### config.mk
export PLATFORM = sky130hd
export DESIGN_NAME = if_fetch_unit
export DESIGN_NICKNAME = d
export VERILOG_FILES = /design/src/rtl/cpu_pkg.sv /design/src/rtl/fetch_fifo.sv /design/src/rtl/if_fetch_unit.sv
export SDC_FILE = /design/constraint.sdc
export NUM_CORES = 1
export LEC_CHECK = 0
export CORE_MARGIN = 2
export CORE_UTILIZATION = 45
export DETAILED_ROUTE_END_ITERATION = 10
export PLACE_DENSITY_LB_ADDON = 0.25
export SLEW_MARGIN = 20
export SYNTH_ARGS = -nofsm -noshare
export SYNTH_HDL_FRONTEND = slang
export SYNTH_SLANG_ARGS = --single-unit
### constraint.sdc
create_clock -name clk -period 25.5 [get_ports clk]
set_input_delay 6.375 -clock clk [delete_from_list [all_inputs] [get_ports clk]]
set_output_delay 6.375 -clock clk [all_outputs]
set_load 0.01 [all_outputs]
### src/rtl/cpu_pkg.sv
// rtl/cpu_pkg.sv - shared constants and types for the fetch stage
package cpu_pkg;

  localparam int XLEN        = 32;
  localparam int INSTR_BYTES = 4;
  localparam logic [31:0] NOP_INSTR = 32'h0000_0013;

  typedef enum logic [0:0] {
    FS_RUN,
    FS_DRAIN
  } fetch_state_e;

endpackage

### src/rtl/fetch_fifo.sv
// rtl/fetch_fifo.sv - synchronous FIFO with flush; registered head, power-of-2 depth
module fetch_fifo #(
  parameter int WIDTH = 64,
  parameter int DEPTH = 2
) (
  input  logic                     clk,
  input  logic                     rst,
  input  logic                     flush,
  input  logic                     push,
  input  logic [WIDTH-1:0]         wdata,
  input  logic                     pop,
  output logic [WIDTH-1:0]         rdata,
  output logic                     full,
  output logic                     empty,
  output logic [$clog2(DEPTH):0]   count
);

  localparam int AW = $clog2(DEPTH);
  localparam int CW = AW + 1;

  logic [WIDTH-1:0] mem_q [DEPTH];
  logic [AW-1:0]    rd_q, rd_d;
  logic [AW-1:0]    wr_q, wr_d;
  logic [CW-1:0]    cnt_q, cnt_d;
  logic             push_ok;
  logic             pop_ok;

  // A pop frees the slot a same-cycle push needs, so push is legal at full.
  always_comb begin
    pop_ok  = pop && (cnt_q != '0);
    push_ok = push && ((cnt_q != CW'(DEPTH)) || pop_ok);
    rd_d    = rd_q;
    wr_d    = wr_q;
    cnt_d   = cnt_q;
    if (flush) begin
      rd_d  = '0;
      wr_d  = '0;
      cnt_d = '0;
    end else begin
      if (push_ok) wr_d = wr_q + AW'(1);
      if (pop_ok)  rd_d = rd_q + AW'(1);
      cnt_d = cnt_q + CW'(push_ok) - CW'(pop_ok);
    end
  end

  always_ff @(posedge clk) begin
    if (rst) begin
      rd_q  <= '0;
      wr_q  <= '0;
      cnt_q <= '0;
    end else begin
      rd_q  <= rd_d;
      wr_q  <= wr_d;
      cnt_q <= cnt_d;
    end
  end

  always_ff @(posedge clk) begin
    if (push_ok && !flush && !rst) mem_q[wr_q] <= wdata;
  end

  assign rdata = mem_q[rd_q];
  assign full  = (cnt_q == CW'(DEPTH));
  assign empty = (cnt_q == '0);
  assign count = cnt_q;

endmodule

### src/rtl/if_fetch_unit.sv
// rtl/if_fetch_unit.sv - fetch stage: PC, in-order imem issue with credit limit, redirect/drain
module if_fetch_unit #(
  parameter int          XLEN       = 32,
  parameter logic [31:0] RESET_PC   = 32'h0000_0000,
  parameter int          IBUF_DEPTH = 2
) (
  input  logic            clk,
  input  logic            rst,
  input  logic            jump_flag,
  input  logic [XLEN-1:0] jump_target,
  input  logic            stall,
  output logic            imem_req_valid,
  input  logic            imem_req_ready,
  output logic [XLEN-1:0] imem_req_addr,
  input  logic            imem_rsp_valid,
  input  logic [31:0]     imem_rsp_data,
  output logic            if_valid,
  output logic [XLEN-1:0] if_pc,
  output logic [31:0]     if_instr,
  input  logic            if_ready
);

  import cpu_pkg::*;

  localparam int CW = $clog2(IBUF_DEPTH) + 1;
  localparam int BW = XLEN + 32;

  fetch_state_e    state_q, state_d;
  logic [XLEN-1:0] pc_q, pc_d;
  logic [CW-1:0]   outst_q, outst_d;

  logic            accept;
  logic            rsp_fire;
  logic [CW:0]     credit_used;

  logic            buf_push, buf_pop, buf_full, buf_empty;
  logic [BW-1:0]   buf_head;
  logic [CW-1:0]   buf_count;

  logic            tag_full, tag_empty;
  logic [XLEN-1:0] tag_head;
  logic [CW-1:0]   tag_count;
  logic            fetch_unused;

  always_comb begin
    credit_used    = {1'b0, outst_q} + {1'b0, buf_count};
    imem_req_valid = (state_q == FS_RUN) && !rst && !jump_flag && !stall
                     && (credit_used < (CW+1)'(IBUF_DEPTH)) && !tag_full;
    accept         = imem_req_valid && imem_req_ready;
    // Late responses after reset or a finished drain have no owner and are ignored.
    rsp_fire       = imem_rsp_valid && (outst_q != '0);
    outst_d        = outst_q + CW'(accept) - CW'(rsp_fire);
    buf_push       = (state_q == FS_RUN) && rsp_fire && !jump_flag && !tag_empty;
    buf_pop        = if_valid && if_ready;

    pc_d = pc_q;
    if (jump_flag)   pc_d = {jump_target[XLEN-1:2], 2'b00};
    else if (accept) pc_d = pc_q + XLEN'(INSTR_BYTES);

    state_d = state_q;
    if (jump_flag || (state_q == FS_DRAIN))
      state_d = (outst_d != '0) ? FS_DRAIN : FS_RUN;
  end

  always_ff @(posedge clk) begin
    if (rst) begin
      state_q <= FS_RUN;
      pc_q    <= XLEN'(RESET_PC);
      outst_q <= '0;
    end else begin
      state_q <= state_d;
      pc_q    <= pc_d;
      outst_q <= outst_d;
    end
  end

  fetch_fifo #(.WIDTH(XLEN), .DEPTH(IBUF_DEPTH)) u_tags (
    .clk   (clk),
    .rst   (rst),
    .flush (jump_flag),
    .push  (accept),
    .wdata (pc_q),
    .pop   (rsp_fire),
    .rdata (tag_head),
    .full  (tag_full),
    .empty (tag_empty),
    .count (tag_count)
  );

  fetch_fifo #(.WIDTH(BW), .DEPTH(IBUF_DEPTH)) u_ibuf (
    .clk   (clk),
    .rst   (rst),
    .flush (jump_flag),
    .push  (buf_push),
    .wdata ({tag_head, imem_rsp_data}),
    .pop   (buf_pop),
    .rdata (buf_head),
    .full  (buf_full),
    .empty (buf_empty),
    .count (buf_count)
  );

  assign imem_req_addr = pc_q;
  assign if_valid      = !buf_empty;
  assign if_pc         = if_valid ? buf_head[BW-1:32] : '0;
  assign if_instr      = if_valid ? buf_head[31:0]    : '0;
  assign fetch_unused  = ^{jump_target[1:0], buf_full, tag_count};

endmodule

==> impl_metrics.sql <==
INSERT INTO impl_metrics (metric_group, metric, value, unit) VALUES
('pwr', 'power', '822', 'µW'),
('timing', 'timing.final.setup_violations', '0', ''),
('clocking', 'cts_resized', '0', ''),
('worst_setup_path', 'critPathCaptureType', 'output port', ''),
('grt', 'first_global_vias', '5976', ''),
('grt', 'grt_start_max_net_pins', '63', ''),
('worst_setup_path', 'cp_data_arrival_time', '8.44', 'ns'),
('floorplanning', 'die_y', '148', 'µm'),
('hold_path', 'holdCritPathClass', 'register to register', ''),
('finish', 'post_layout_nonfiller_instances', '1121', ''),
('pwr', 'p_sw', '168', 'µW'),
('placed_design', 'pre_cts_ws', '10.70', 'ns'),
('detailed_routing', 'drt_pass1_iterations', '5', ''),
('yosys', 'synth_cells', '672', ''),
('yosys', 'yosys_warnings', '0', ''),
('worst_setup_path', 'reg2reg_depth', '7', ''),
('worst_setup_path', 'crit_required', '19.12', 'ns'),
('timing', 'setup_slack', '10.68', 'ns'),
('placed_design', 'globalplace.congestion', '0.789', ''),
('finish', 'commonest_cells_after_routing_fill_and_taps_aside', '184 x sky130_fd_sc_hd__edfxtp_1, 161 x sky130_fd_sc_hd__clkdlybuf4s50_1, 90 x sky130_fd_sc_hd__nor2_1', ''),
('timing', 'fmax', '67.5', 'MHz'),
('timing', 'timing.clock.skew', '0.0148', 'ns'),
('finish', 'layout-drive-gt1-share', '11.5', '%'),
('pwr', 'sw_frac_of_total', '20.4', '%'),
('yosys', 'async_reset_ff_share', '0', '%'),
('hold_path', 'min-delay-start', 'u_tags.rd_q', ''),
('clocking', 'clk-insertion-delay-late', '0.51', 'ns'),
('yosys', 'ys_types', '54', ''),
('placed_design', 'hpwlAfterDp', '12.7', 'mm'),
('run_status', 'status', 'finished, final reports clean', ''),
('finish', 'antenna_cells_inserted', '0', ''),
('yosys', 'synth_top_cell_by_area', 'sky130_fd_sc_hd__edfxtp_1', ''),
('clocking', 'cts.repair_timing.setup_buffer_count', '0', ''),
('worst_setup_path', 'worstSetupStartpointType', 'input pin', ''),
('clocking', 'cts_sinks', '227', ''),
('detailed_routing', 'detailroute.via_count', '5953', ''),
('yosys', 'synth.cell_area', '9330', 'µm²'),
('pwr', 'share_clk_of_total_power', '44.0', '%'),
('finish', 'filler_cell_count', '1591', ''),
('placed_design', 'buffer_ports.inserted', '162', ''),
('finish', 'utilization', '59.5', '%'),
('yosys', 'synthFlopType', 'sky130_fd_sc_hd__edfxtp_1', ''),
('clocking', 'cts_htree_levels', '1', ''),
('clocking', 'clk_root_buffer_cell', 'sky130_fd_sc_hd__clkbuf_16', ''),
('placed_design', 'detailed_place.area', '11200', 'µm²'),
('detailed_routing', 'post_drt_via_cell_ratio', '5.31', ''),
('clocking', 'cts-buffers-inserted', '24', ''),
('grt', 'antenna_found_initial', '0', ''),
('detailed_routing', 'detail_route.wl_per_cell', '18.0', 'µm'),
('clocking', 'clock_path_buffers', '3', ''),
('worst_setup_path', 'critical_path.reg2reg.startpoint', 'u_ibuf.count[0]', ''),
('finish', 'layout_commonest_cell', 'sky130_fd_sc_hd__edfxtp_1', ''),
('timing', 'period_minus_slack', '14.82', 'ns'),
('timing', 'finalMaxSlewViolations', '0', ''),
('yosys', 'synth.yosys.seq_area_share', '68.4', '%'),
('timing', 'fin_crit_share', '58.1', '%'),
('grt', 'grt.total_usage', '18.0', '%'),
('pwr', 'irDropWorstVdd', '0.0000373', 'V'),
('detailed_routing', 'antenna_violating_nets_post_route', '0', ''),
('timing', 'finalSetupTns', '0', 'ns'),
('clocking', 'worst_setup_hold_path_clk_slew', '0.06', 'ns'),
('yosys', 'synth_seq_cells', '227', ''),
('run', 'max_cap_violations', '0', ''),
('floorplanning', 'start_util', '46.0', '%'),
('yosys', 'syn-mean-instance-area', '13.9', 'µm²'),
('pwr', 'power_frac_seq', '50.6', '%'),
('finish', 'fin_nets', '912', ''),
('worst_setup_path', 'worst-path-max-fanout', '36', ''),
('hold_path', 'hold_path_depth', '2', ''),
('pwr', 'power_per_cell_area', '68.1', 'nW/µm²'),
('pwr', 'power_report.internal_total', '654', 'µW');
state kept, by name, summed over array words and instances, names as in the netlist, named ones only:
| signal | cells |
|---|---|
| u_tags.rd_q | 1 |
| u_tags.mem_q | 60 |
| u_tags.wr_q | 1 |
| u_ibuf.count | 2 |
| u_ibuf.wr_q | 1 |
| u_ibuf.mem_q | 124 |
| u_ibuf.rd_q | 1 |
| imem_req_addr | 30 |
| u_tags.count | 2 |
| state_q | 1 |
| outst_q | 2 |
power groups by stage:
stage	combinational [mW]	clock, mW	sequential (mW)
floorplan	0.0210	0	0.422
global placement	0.0420	0	0.423
detailed placement	0.0439	0	0.423
CTS	0.0444	0.369	0.415
global route	0.0479	0.384	0.417
finish	0.0443	0.362	0.416
cell families after synthesis:
kind of cell	Yosys count	synth area share, %
AOI/OAI and AO/OA	74	4.83
muxes	98	11.0
DFF	227	68.4
xor gates and xnor gates	11	1.03
adders and majority gates	8	1.15
other	1	0.0402
buffers and inverters	56	2.77
and+or+nand+nor	197	10.8
final timing paths:
path,endpoint,slack (ns)
worst max-delay path,imem_req_valid,10.68
worst min-delay path,u_tags.rd_q,0.52
worst max register to register,u_tags.mem_q[1][2],21.28
worst min register to register,u_tags.rd_q,0.52
per-layer routing:
metal | vias up | part of all wire [%] | GRT usage [%] | wire length, µm
met5 | - | 0 | 0 | 0
met4 | 0 | 1.9 | 5.24 | 392
met3 | 37 | 7.0 | 3.33 | 1410
met2 | 251 | 50 | 31.8 | 9990
met1 | 2840 | 41 | 22.7 | 8340
li1 | 2825 | - | - | -
critical path, stage by stage:
cell                              delay (ns)
sky130_fd_sc_hd__clkdlybuf4s50_1        0.39
sky130_fd_sc_hd__buf_4                  0.26
sky130_fd_sc_hd__or4_4                  0.58
sky130_fd_sc_hd__nor4_1                 0.25
sky130_fd_sc_hd__clkdlybuf4s50_1        0.58
synth_stat cells, types with 3 or more instances:
| library cell | number |
|---|---|
| sky130_fd_sc_hd__a21oi_1 | 30 |
| sky130_fd_sc_hd__a31oi_1 | 14 |
| sky130_fd_sc_hd__a32oi_1 | 4 |
| sky130_fd_sc_hd__a41oi_1 | 3 |
| sky130_fd_sc_hd__and2_1 | 10 |
| sky130_fd_sc_hd__and3_1 | 8 |
| sky130_fd_sc_hd__and4_1 | 4 |
| sky130_fd_sc_hd__buf_1 | 4 |
| sky130_fd_sc_hd__buf_2 | 5 |
| sky130_fd_sc_hd__buf_4 | 5 |
| sky130_fd_sc_hd__buf_6 | 3 |
| sky130_fd_sc_hd__clkbuf_1 | 21 |
| sky130_fd_sc_hd__dfxtp_1 | 43 |
| sky130_fd_sc_hd__edfxtp_1 | 184 |
| sky130_fd_sc_hd__ha_1 | 7 |
| sky130_fd_sc_hd__inv_1 | 16 |
| sky130_fd_sc_hd__mux2_2 | 33 |
| sky130_fd_sc_hd__mux2i_1 | 65 |
| sky130_fd_sc_hd__nand2_1 | 22 |
| sky130_fd_sc_hd__nand2b_1 | 3 |
| sky130_fd_sc_hd__nand3_1 | 12 |
| sky130_fd_sc_hd__nand4_1 | 15 |
| sky130_fd_sc_hd__nor2_1 | 92 |
| sky130_fd_sc_hd__nor2b_1 | 3 |
| sky130_fd_sc_hd__nor3_1 | 10 |
| sky130_fd_sc_hd__nor3b_1 | 4 |
| sky130_fd_sc_hd__o21ai_0 | 10 |
| sky130_fd_sc_hd__xnor2_1 | 7 |
| sky130_fd_sc_hd__xor2_1 | 4 |
final cells by class:
class	instances	area, µm²	area share (%)
flip-flops and latches	227	6390	52.9
multi-input cells	392	2720	22.5
repair buffers	171	1700	14.1
clock buffers	31	732	6.06
well taps	270	338	2.80
clock inverters	13	125	1.04
inverters	17	63.8	0.528
Power figures use the tool's default switching activity.
